[src/rtl/leaf_dispatch_rr.sv]
// leaf_dispatch_rr: FIFO-buffered dispatcher offering items to leaves in strict round-robin order.
module leaf_dispatch_rr #(
  parameter int DATA_W   = 16,
  parameter int NUM_LEAF = 5,
  parameter int DEPTH    = 4
) (
  input  logic                      clk,
  input  logic                      rst_n,
  input  logic                      in_valid,
  output logic                      in_ready,
  input  logic [DATA_W-1:0]         in_data,
  output logic [NUM_LEAF-1:0]       out_valid,
  input  logic [NUM_LEAF-1:0]       out_ready,
  output logic [DATA_W-1:0]         out_data,
  output logic [7:0]                out_tag,
  output logic [$clog2(DEPTH):0]    fifo_count
);
  localparam int AW = DEPTH > 1 ? $clog2(DEPTH) : 1;
  localparam int PW = NUM_LEAF > 1 ? $clog2(NUM_LEAF) : 1;
  localparam int CW = $clog2(DEPTH) + 1;

  logic [DATA_W-1:0] mem_q [DEPTH];
  logic [AW-1:0]     wr_ptr_q, wr_ptr_d, rd_ptr_q, rd_ptr_d;
  logic [CW-1:0]     count_q, count_d;
  logic [PW-1:0]     rr_q, rr_d;
  logic [7:0]        tag_q, tag_d;
  logic              push, pop;

  // Readiness comes from occupancy alone, so a same-cycle pop never frees room for a push.
  always_comb begin
    in_ready   = rst_n && (count_q < CW'(DEPTH));
    push       = in_valid && in_ready;
    pop        = rst_n && (count_q != '0) && out_ready[rr_q];
    out_valid  = (rst_n && (count_q != '0)) ? NUM_LEAF'(1) << rr_q : '0;
    out_data   = mem_q[rd_ptr_q];
    out_tag    = tag_q;
    fifo_count = count_q;
    wr_ptr_d   = push ? ((wr_ptr_q == AW'(DEPTH - 1)) ? '0 : wr_ptr_q + AW'(1)) : wr_ptr_q;
    rd_ptr_d   = pop ? ((rd_ptr_q == AW'(DEPTH - 1)) ? '0 : rd_ptr_q + AW'(1)) : rd_ptr_q;
    rr_d       = pop ? ((rr_q == PW'(NUM_LEAF - 1)) ? '0 : rr_q + PW'(1)) : rr_q;
    tag_d      = tag_q + 8'(pop);
    count_d    = count_q + CW'(push) - CW'(pop);
  end

  always_ff @(posedge clk) begin
    if (!rst_n) begin
      wr_ptr_q <= '0;
      rd_ptr_q <= '0;
      count_q  <= '0;
      rr_q     <= '0;
      tag_q    <= '0;
    end else begin
      wr_ptr_q <= wr_ptr_d;
      rd_ptr_q <= rd_ptr_d;
      count_q  <= count_d;
      rr_q     <= rr_d;
      tag_q    <= tag_d;
    end
  end

  always_ff @(posedge clk) begin
    if (push) mem_q[wr_ptr_q] <= in_data;
  end
endmodule

[config.mk]
export PLATFORM = sky130hd
export DESIGN_NAME = leaf_dispatch_rr
export DESIGN_NICKNAME = d
export VERILOG_FILES = /design/src/rtl/leaf_dispatch_rr.sv
export SDC_FILE = /design/constraint.sdc
export NUM_CORES = 1
export LEC_CHECK = 0
export ABC_AREA = 0
export CAP_MARGIN = 10
export CORE_UTILIZATION = 50
export CTS_BUF_LIST = sky130_fd_sc_hd__clkbuf_8
export CTS_CLUSTER_SIZE = 24
export DETAILED_ROUTE_END_ITERATION = 10
export GPL_TIMING_DRIVEN = 0
export HOLD_SLACK_MARGIN = 0.05
export PLACE_DENSITY = 0.73
export SLEW_MARGIN = 5
export SYNTH_ARGS = -nofsm -noshare
export SYNTH_HDL_FRONTEND = slang
export SYNTH_SLANG_ARGS = --single-unit
[constraint.sdc]
create_clock -name clk -period 3.4 [get_ports clk]
set_input_delay 0.68 -clock clk [delete_from_list [all_inputs] [get_ports clk]]
set_output_delay 0.68 -clock clk [all_outputs]
set_load 0.005 [all_outputs]
==> results_dict.tcl <==
set metrics [dict create \
    cts_setup_buffers 0 \
    relSlewSlack_pct 43.0 \
    crit_slowest_cell "clkbuf_1" \
    syn_area_um2 3380 \
    dp_cells 330 \
    hold_depth 2 \
    reg2reg_from "rr_q[0]$_SDFFE_PN0N_" \
    drt_pass1_iterations 7 \
    core.rowCount 29 \
    tns_ns 0 \
    finalNetCount 303 \
    vias 1785 \
    path_clk_slew_ns 0.08 \
    die_h_um 84.2 \
    finalSetupViolations 0 \
    cp_max_fo 10 \
    crit_path_cell_trace "clkbuf_1, clkbuf_1, mux4_2, clkdlybuf4s50_1" \
    coreArea_um2 6420 \
    wl_um 5590 \
    ios 57 \
    leakagePower_nw 1.52 \
    syn_area_per_cell_um2 17.2 \
    worstPathArrival_ns 2.46 \
    detail-route-antenna-nets 0 \
    p_sw_mw 0.665 \
    layout_common_cells "edfxtp_1, clkdlybuf4s50_1, dfxtp_1, mux4_2, and2_1" \
    min_from "rd_ptr_q[0]$_SDFFE_PN0N_" \
    clkLatencyLatePin_ns 0.34 \
    post-place-ws_ns 0.162 \
    multi_input_comb_area_um2 983 \
    maxSlewViolCount 0 \
    area_delta_synth_final_pct 24.8 \
    dieArea_um2 7090 \
    fill_cells 466 \
    pwr-share-comb_pct 27.2 \
    drtIter0Drc 86 \
    grt_usage_pct 17.2 \
    stdcell_count 346 \
    pwr-share-seq_pct 47.7 \
    period_share_pct 92.4 \
    dp_hpwl_um 3640 \
    ys_seq_area_share_pct 68.7 \
    cts_buffer_depth 2 \
    postSynthCellCount 197 \
    routedWlPerCell_um 16.1 \
    post_route_cells_drive_above_1_share_pct 13.4 \
    clock.fmax_mhz 318 \
    via_per_inst 5.16 \
    hp-class "reg2reg" \
    finalClockSkew_ns 0.00770 \
    first_global_vias 1906 \
    status "finished, violations left" \
    holdWs_ns 0.508 \
    antenna_found_initial 0 \
    grt_pass1_wl_um 9070 \
    die_x_um 84.2 \
    cts_resized 0 \
    cts_tree "done" \
    timing.rr.end "fifo_count[2]$_SDFF_PN0_" \
    antennaDiodeCount 0 \
    swShare_pct 25.4 \
    numCtsBuffers 9 \
    ys_warn_count 0 \
    drc 8 \
    top_usage_layer "met2" \
    grt_use_met2_pct 28.4 \
    failed_checks "design-rule violations" \
    drv_cap 0 \
    cp_slowest_stage_delay_ns 0.56 \
    ys_async_sr_fraction_pct 0 \
    start_kind "flip-flop" \
    final_common_cell "edfxtp_1" \
    cts_max_level 3 \
    hold_viol 0 \
    ff_latch_area_um2 2320 \
    layout_min_cycle_time_ns 3.14 \
    pwr_density_cell_nw_per_um2 620 \
    peakVddDrop_uv 295 \
    crit_path_frequent_cell "clkbuf_1" \
    critPathKind "reg2out" \
    finalPower_mw 2.61 \
    rsz0062_at_grt "no" \
    end_kind "primary output" \
    place_congestion 0.676 \
    ff2ff_setup_slack_ns 0.68 \
    syn_nets 236 \
    tightest_slew_ns 0.854 \
    worstPathRequired_ns 2.72 \
    ys.flop_type "edfxtp_1" \
    cts.sinks 84 \
    yosys.cell_types.count 26 \
    initial_core_util_pct 52.6 \
    p_int_mw 1.95 \
    use_met1_pct 21.6 \
    postCtsHoldBufs 0 \
    timing.final.ws_setup_ns 0.258 \
    grt_max_degree 17 \
    cts-root-buf "clkbuf_8" \
    synth_edf_count 64 \
    overflow 0 \
    pwr-share-clk_pct 25.1 \
    ff2ff_path_depth 9 \
    synth_seq_cells 84 \
    port_buffers 56 \
    grt_use_met3_pct 3.93 \
]
## sequential cells by signal, indices dropped and copies added (netlist names), named ones only
register and cells:
rd_ptr_q 2, wr_ptr_q 2, fifo_count 3, out_tag 8
mem_q 64, rr_q 3
## per-layer routing
| layer | up-vias | routed length, um |
|---|---|---|
| li1 | 869 | - |
| met1 | 856 | 2490 |
| met2 | 50 | 2720 |
| met3 | 10 | 280 |
| met4 | 0 | 94 |
| met5 | - | 0 |
## power groups by stage
| stage | Combinational, mW | Sequential, mW | Clock, mW |
|---|---|---|---|
| 2_1_floorplan | 0.410 | 1.26 | 0 |
| 3_3_place_gp | 0.710 | 1.27 | 0 |
| 4_1_cts | 0.730 | 1.25 | 0.677 |
| 5_1_grt | 0.781 | 1.26 | 0.717 |
| 3_5_place_dp | 0.726 | 1.27 | 0 |
| 6_report | 0.712 | 1.25 | 0.655 |
## cells by family (layout without fill, tap and decap cells)
| family | count (synthesis) | in the layout | synth area share, % |
|---|---|---|---|
| AO/OA/AOI/OAI | 6 | 6 | 1.81 |
| XOR/XNOR | 8 | 8 | 2.07 |
| adder cells (fa/ha/maj) | 15 | 15 | 5.78 |
| buffers and inverters | 19 | 91 | 2.18 |
| flip-flops | 84 | 84 | 68.7 |
| multiplexers | 22 | 22 | 12.5 |
| AND/OR/NAND/NOR | 43 | 43 | 6.96 |
## critical path, delay by kind of cell (launching register included)
family | cells | cell delay (ns)
mux | 1 | 0.41
flops | 1 | 0.31
buf+inv | 3 | 1.40
## synth_stat cells (2+ instances only)
library cell / number / area share (%)
dfxtp_1: 20 / 12
mux2i_1: 5 / 1.5
nor2_1: 3 / 0.33
nand2_1: 9 / 1.0
clkbuf_1: 4 / 0.44
and2_1: 15 / 2.8
ha_1: 14 / 5.2
nand3_1: 6 / 0.89
edfxtp_1: 64 / 57
xnor2_1: 5 / 1.3
xor2_1: 3 / 0.78
and3_1: 6 / 1.1
o31ai_1: 2 / 0.44
buf_2: 2 / 0.30
inv_1: 13 / 1.4
mux4_2: 16 / 11
## cell type report
class                   count  share of cell area, %
flip-flops and latches     84                   55.1
multi-input cells          94                   23.3
repair buffers             56                   13.3
clock buffers               9                   2.94
well taps                  77                   2.28
clock inverters             7                   1.36
inverters                  13                   1.16
plain buffers               6                  0.593
## worst max-delay path by stage
stage	to	slack, ns
after global routing	out_data[7]	0.13
final	out_data[6]	0.26
after detailed placement	fifo_count[2]$_SDFF_PN0_	0.16
after global placement	fifo_count[2]$_SDFF_PN0_	0.20
after CTS	out_data[6]	0.22
after floorplan	fifo_count[2]$_SDFF_PN0_	0.76
## per-stage QoR
| step | cell area [um2] | util, % |
|---|---|---|
| 2_1_floorplan | 3380 | - |
| 3_3_place_gp | 4040 | 62.8 |
| 3_5_place_dp | 4040 | 62.8 |
| 4_1_cts | 4220 | 65.7 |
| 5_1_grt | 4220 | 65.7 |
| 6_report | 4220 | 65.7 |
No activity file was read; power rests on OpenSTA's default activity.
